$ cat src/rtl/imem_loader.sv
// Instruction memory loader: receives a length-prefixed byte stream over a
// valid/ready handshake, assembles little-endian 32-bit words, writes them to
// consecutive word addresses and holds the core in reset until the image is in.
// Optional trailing XOR checksum byte: define IMEM_LOADER_CSUM_EN.
module imem_loader #(
    parameter int unsigned DEPTH     = 256,
    parameter logic [31:0] BASE_ADDR = 32'h0000_0000
) (
    input  logic        clk,
    input  logic        reset,
    input  logic        start,
    input  logic [7:0]  byte_in,
    input  logic        byte_valid,
    output logic        byte_ready,
    output logic        imem_we,
    output logic [31:0] imem_addr,
    output logic [31:0] imem_wdata,
    output logic        core_hold,
    output logic        done,
    output logic        err
);

    localparam int unsigned LEN_W  = 16;
    localparam int unsigned WORD_W = 32;
    localparam int unsigned CNT_W  = 2;

    typedef enum logic [2:0] {
        S_IDLE  = 3'd0,
        S_LEN   = 3'd1,
        S_DATA  = 3'd2,
        S_WRITE = 3'd3,
`ifdef IMEM_LOADER_CSUM_EN
        S_CSUM  = 3'd6,
`endif
        S_DONE  = 3'd4,
        S_ERR   = 3'd5
    } state_t;

    state_t             state_q, state_n;
    logic [CNT_W-1:0]   byte_cnt_q, byte_cnt_n;
    logic [LEN_W-1:0]   len_q, len_n;
    logic [LEN_W-1:0]   words_q, words_n;
    logic [WORD_W-1:0]  addr_n, wdata_n;
    logic [LEN_W-1:0]   len_full;
    logic               xfer;
    logic               ready_n, we_n, hold_n, done_n, err_n;
`ifdef IMEM_LOADER_CSUM_EN
    logic [7:0]         csum_q, csum_n;
`endif

    assign xfer     = byte_valid && byte_ready;
    assign len_full = {byte_in, len_q[7:0]};

    // State, datapath and registered outputs
    always_ff @(posedge clk or negedge reset) begin
        if (!reset) begin
            state_q    <= S_IDLE;
            byte_cnt_q <= '0;
            len_q      <= '0;
            words_q    <= '0;
            imem_addr  <= BASE_ADDR;
            imem_wdata <= '0;
            byte_ready <= 1'b0;
            imem_we    <= 1'b0;
            core_hold  <= 1'b1;
            done       <= 1'b0;
            err        <= 1'b0;
`ifdef IMEM_LOADER_CSUM_EN
            csum_q     <= '0;
`endif
        end else begin
            state_q    <= state_n;
            byte_cnt_q <= byte_cnt_n;
            len_q      <= len_n;
            words_q    <= words_n;
            imem_addr  <= addr_n;
            imem_wdata <= wdata_n;
            byte_ready <= ready_n;
            imem_we    <= we_n;
            core_hold  <= hold_n;
            done       <= done_n;
            err        <= err_n;
`ifdef IMEM_LOADER_CSUM_EN
            csum_q     <= csum_n;
`endif
        end
    end

    // Next-state, datapath updates and next output values
    always_comb begin
        state_n    = state_q;
        byte_cnt_n = byte_cnt_q;
        len_n      = len_q;
        words_n    = words_q;
        addr_n     = imem_addr;
        wdata_n    = imem_wdata;
`ifdef IMEM_LOADER_CSUM_EN
        csum_n     = csum_q;
`endif

        case (state_q)
            S_IDLE, S_DONE, S_ERR: begin
                if (start) begin
                    state_n    = S_LEN;
                    byte_cnt_n = '0;
                    len_n      = '0;
                    words_n    = '0;
                    addr_n     = BASE_ADDR;
`ifdef IMEM_LOADER_CSUM_EN
                    csum_n     = '0;
`endif
                end
            end
            S_LEN: begin
                if (xfer) begin
                    if (byte_cnt_q == CNT_W'(0)) begin
                        len_n[7:0] = byte_in;
                        byte_cnt_n = CNT_W'(1);
                    end else begin
                        len_n      = len_full;
                        byte_cnt_n = '0;
                        if ((len_full == '0) || (32'(len_full) > DEPTH)) begin
                            state_n = S_ERR;
                        end else begin
                            state_n = S_DATA;
                        end
                    end
                end
            end
            S_DATA: begin
                if (xfer) begin
                    case (byte_cnt_q)
                        2'd0:    wdata_n[7:0]   = byte_in;
                        2'd1:    wdata_n[15:8]  = byte_in;
                        2'd2:    wdata_n[23:16] = byte_in;
                        default: wdata_n[31:24] = byte_in;
                    endcase
`ifdef IMEM_LOADER_CSUM_EN
                    csum_n = csum_q ^ byte_in;
`endif
                    byte_cnt_n = byte_cnt_q + CNT_W'(1);
                    if (byte_cnt_q == CNT_W'(3)) begin
                        state_n = S_WRITE;
                    end
                end
            end
            S_WRITE: begin
                words_n = words_q + LEN_W'(1);
                addr_n  = imem_addr + WORD_W'(4);
                if (words_n == len_q) begin
`ifdef IMEM_LOADER_CSUM_EN
                    state_n = S_CSUM;
`else
                    state_n = S_DONE;
`endif
                end else begin
                    state_n = S_DATA;
                end
            end
`ifdef IMEM_LOADER_CSUM_EN
            S_CSUM: begin
                if (xfer) begin
                    state_n = (byte_in == csum_q) ? S_DONE : S_ERR;
                end
            end
`endif
            default: state_n = S_IDLE;
        endcase

        ready_n = (state_n == S_LEN) || (state_n == S_DATA);
`ifdef IMEM_LOADER_CSUM_EN
        ready_n = ready_n || (state_n == S_CSUM);
`endif
        we_n    = (state_n == S_WRITE);
        hold_n  = (state_n != S_DONE);
        done_n  = (state_n == S_DONE);
        err_n   = (state_n == S_ERR);
    end

endmodule

$ cat config.mk
export PLATFORM = sky130hd
export DESIGN_NAME = imem_loader
export DESIGN_NICKNAME = d
export VERILOG_FILES = /design/src/rtl/imem_loader.sv
export SDC_FILE = /design/constraint.sdc
export NUM_CORES = 1
export LEC_CHECK = 0
export ABC_AREA = 1
export CELL_PAD_IN_SITES_DETAIL_PLACEMENT = 1
export CELL_PAD_IN_SITES_GLOBAL_PLACEMENT = 2
export CORE_MARGIN = 4
export CORE_UTILIZATION = 31
export CTS_CLUSTER_DIAMETER = 120
export DETAILED_ROUTE_END_ITERATION = 6
export HOLD_SLACK_MARGIN = 0.15
export PLACE_DENSITY = 0.87
export SYNTH_ARGS = -nofsm -noshare
export SYNTH_HDL_FRONTEND = slang
export SYNTH_SLANG_ARGS = --single-unit
$ cat constraint.sdc
create_clock -name clk -period 2.5 [get_ports clk]
set_input_delay 0.75 -clock clk [delete_from_list [all_inputs] [get_ports clk]]
set_output_delay 0.75 -clock clk [all_outputs]
set_load 0.005 [all_outputs]
==> metrics.md <==
| Metric | Value |
|---|---|
| Top post-synthesis cells by count | `nand2_1, dfrtp_1, inv_1` |
| PwrDens | `710 nW/um^2` |
| Mapped Area | `5350 sq um` |
| R2R depth | `13` |
| Area delta synth->final | `29.0%` |
| Max-slew violations | `0` |
| DRT Pass-1 Iters | `4` |
| Tmin final | `2.26 ns` |
| Reg-to-reg setup timing slack | `0.24 ns` |
| Outcome | `finished, final reports clean` |
| Clock slew at reported path FFs | `0.08 ns` |
| VDD IR max | `0.411 mV` |
| Final hold vios | `0` |
| Synth Warn # | `0` |
| CORE AREA | `16,800 sq um` |
| Relative slew slack | `57.0%` |
| Height of the die | `139 um` |
| CTS tree | `built` |
| Antenna Cells | `0` |
| Final total power | `0.00490 W` |
| Synth area leader | `dfrtp_1` |
| Synth top area share | `48.2%` |
| Startpoint types | `register` |
| Seq cells post-synth | `104` |
| Initial drt markers | `260` |
| Ports | `81` |
| Fin Setup TNS | `0 ns` |
| Antenna violations before repair | `0` |
| Final Cycle Share | `90.5%` |
| Drt via density | `5.02` |
| Worst slew pin tran | `0.640 ns` |
| Maximum clock frequency | `442 MHz` |
| Total track usage | `17.8%` |
| DRC | `0` |
| Full die area | `19,400 sq um` |
| Num CTS Buffers | `9` |
| Setup Viol. Count Final | `0` |
| R2R Path End | `done` |
| Most common cell in the netlist | `nand2_1` |
| Clock Skew | `0.00842 ns` |
| H-tree depth | `3` |
| Sequential area share after synthesis | `48.7%` |
| Clock Latency Late Sink | `0.36 ns` |
| Final antenna-violating net count | `0` |
| P_leak | `3.04 nW` |
| Row count | `47` |
| Unrepaired setup endpoints after global routing | `no` |
| Final nets | `805` |
| Min-delay worst type | `in2async` |
| Worst Path Required | `2.78 ns` |
| Clock Tree Root | `clkbuf_16` |
| Critical-path maximum fanout | `5` |
| Non-Filler Instances | `1,011` |
| Gr ovfl total | `0` |
| WL per Instance | `16.6 um` |
| RD Place Congestion | `0.797` |
| Worst R2R Start | `words_q[0]` |
| Clk buf depth | `2` |
| Die Wd | `139 um` |
| Initial core utilization | `31.9%` |
| Crit. End Element | `register` |
| Post-synth EDFFs | `0` |
| DP HPWL | `12,500 um` |
| Pin count of the biggest net entering global routing | `38` |
| Max-Cap Viols | `0` |
| Vias | `5,078` |
| CTS Sinks | `104` |
| Vias in the first global route | `5,577` |
| Netlist cell types | `39` |
| Ranking of synthesized cells by area | `dfrtp_1, nand2_1, nand3_1` |
| Buffers on Ports | `78` |
| Prevailing post-synth register cell | `dfrtp_1` |
| Layout cell share with drive strength beyond 1 | `9.23%` |
| CTS Hold Bufs | `0` |
| Asr flop ratio synth | `100%` |
| Critical setup path kind | `reg2reg` |
| Placed Cells | `993` |
| WP data arrival | `2.55 ns` |
| Synthesized instance count | `687` |
| Syn_area_per_cell | `7.79 sq um` |
| Final wirelength | `16,800 um` |
| First-pass GRT wire length | `28,400 um` |
[stage by stage]
stage	hold WS [ns]	utilization [%]	setup slack, ns	instance area, sq um
4_1_cts	0.394	41.0	0.161	6860
3_3_place_gp	0.468	39.0	0.0216	6530
3_5_place_dp	0.479	39.0	-0.0458	6530
2_1_floorplan	0.454	-	0.639	5350
6_report	0.379	41.2	0.236	6900
5_1_grt	0.409	41.2	0.0268	6900
[repair_timing]
action / CTS / global route
gates resized for setup: 0 / 6
setup endpoints to repair: 0 / 4
setup buffers: 0 / 1
[critical path, stage by stage, from the launching register on]
cell and delay [ns]:
dfrtp_1 0.41, ha_2 0.23, nand2_2 0.12, nor2_4 0.22, nand3_1 0.14, nand3_1 0.11, nand2_1 0.07, nor2_1 0.09
nand2_1 0.08, nor2_1 0.13, nand4_1 0.25, nand2_2 0.18, inv_2 0.05, nor2_1 0.10
[cells in the final DEF (no fill, tap or decap), types with 16 or more instances in the layout]
master             n
buf_4             23
nand2_1          193
inv_1             78
nor2_1            40
nand3_1           74
a21oi_1           16
dfrtp_1          103
nand4_1           19
clkdlybuf4s50_1   77
o21ai_0           71
[state kept, by name (all words and copies together), names as in the netlist, 2 cells and up]
signal      flops
words_q        16
state_q         3
imem_addr      30
imem_wdata     32
byte_cnt_q      2
len_q          16
[power by group]
part	internal, W	switching [W]	leakage, nW
logic	0.000470	0.000806	1.46
registers	0.00186	0.000153	1.42
clock network	0.000901	0.000704	0.163
total	0.00323	0.00166	3.04
[layout make-up]
class | count | area, sq um
clock buffer | 9 | 225
clock inverter | 7 | 106
fill | 2029 | 9860
inverter | 82 | 308
multi-input combinational | 487 | 2400
sequential | 104 | 2600
tap | 220 | 275
timing repair buffer | 102 | 983
[worst max path at each step]
stage	from	end	slack, ns	cells after the start
floorplan	imem_addr[2]	imem_addr[26]	0.64	12
global placement	byte_in[7]	byte_ready	0.02	11
detailed placement	byte_in[7]	core_hold	-0.05	10
CTS	words_q[0]	done	0.16	13
global route	words_q[0]	done	0.03	13
finish	words_q[0]	done	0.24	13
[metal layers]
metal	up-vias	part of all wire [%]	global-route usage (%)
met4	0	1.9	6.59
met1	2513	46	22.3
li1	2461	-	-
met2	78	49	30.0
met5	-	0	0
met3	26	3.7	3.91
[cells by family (layout without fill, tap and decap cells)]
| logic type | Yosys count | count (layout) | share of synthesized area [%] |
|---|---|---|---|
| other | 1 | 2 | 0.0701 |
| adders and majority gates | 7 | 7 | 1.64 |
| muxes | 5 | 5 | 0.959 |
| and+or+nand+nor | 362 | 363 | 30.2 |
| buffers and inverters | 98 | 200 | 7.11 |
| xor gates and xnor gates | 4 | 4 | 0.655 |
| AOI/OAI and AO/OA | 106 | 106 | 10.7 |
| DFF | 104 | 104 | 48.7 |
Power figures use the tool's default switching activity.
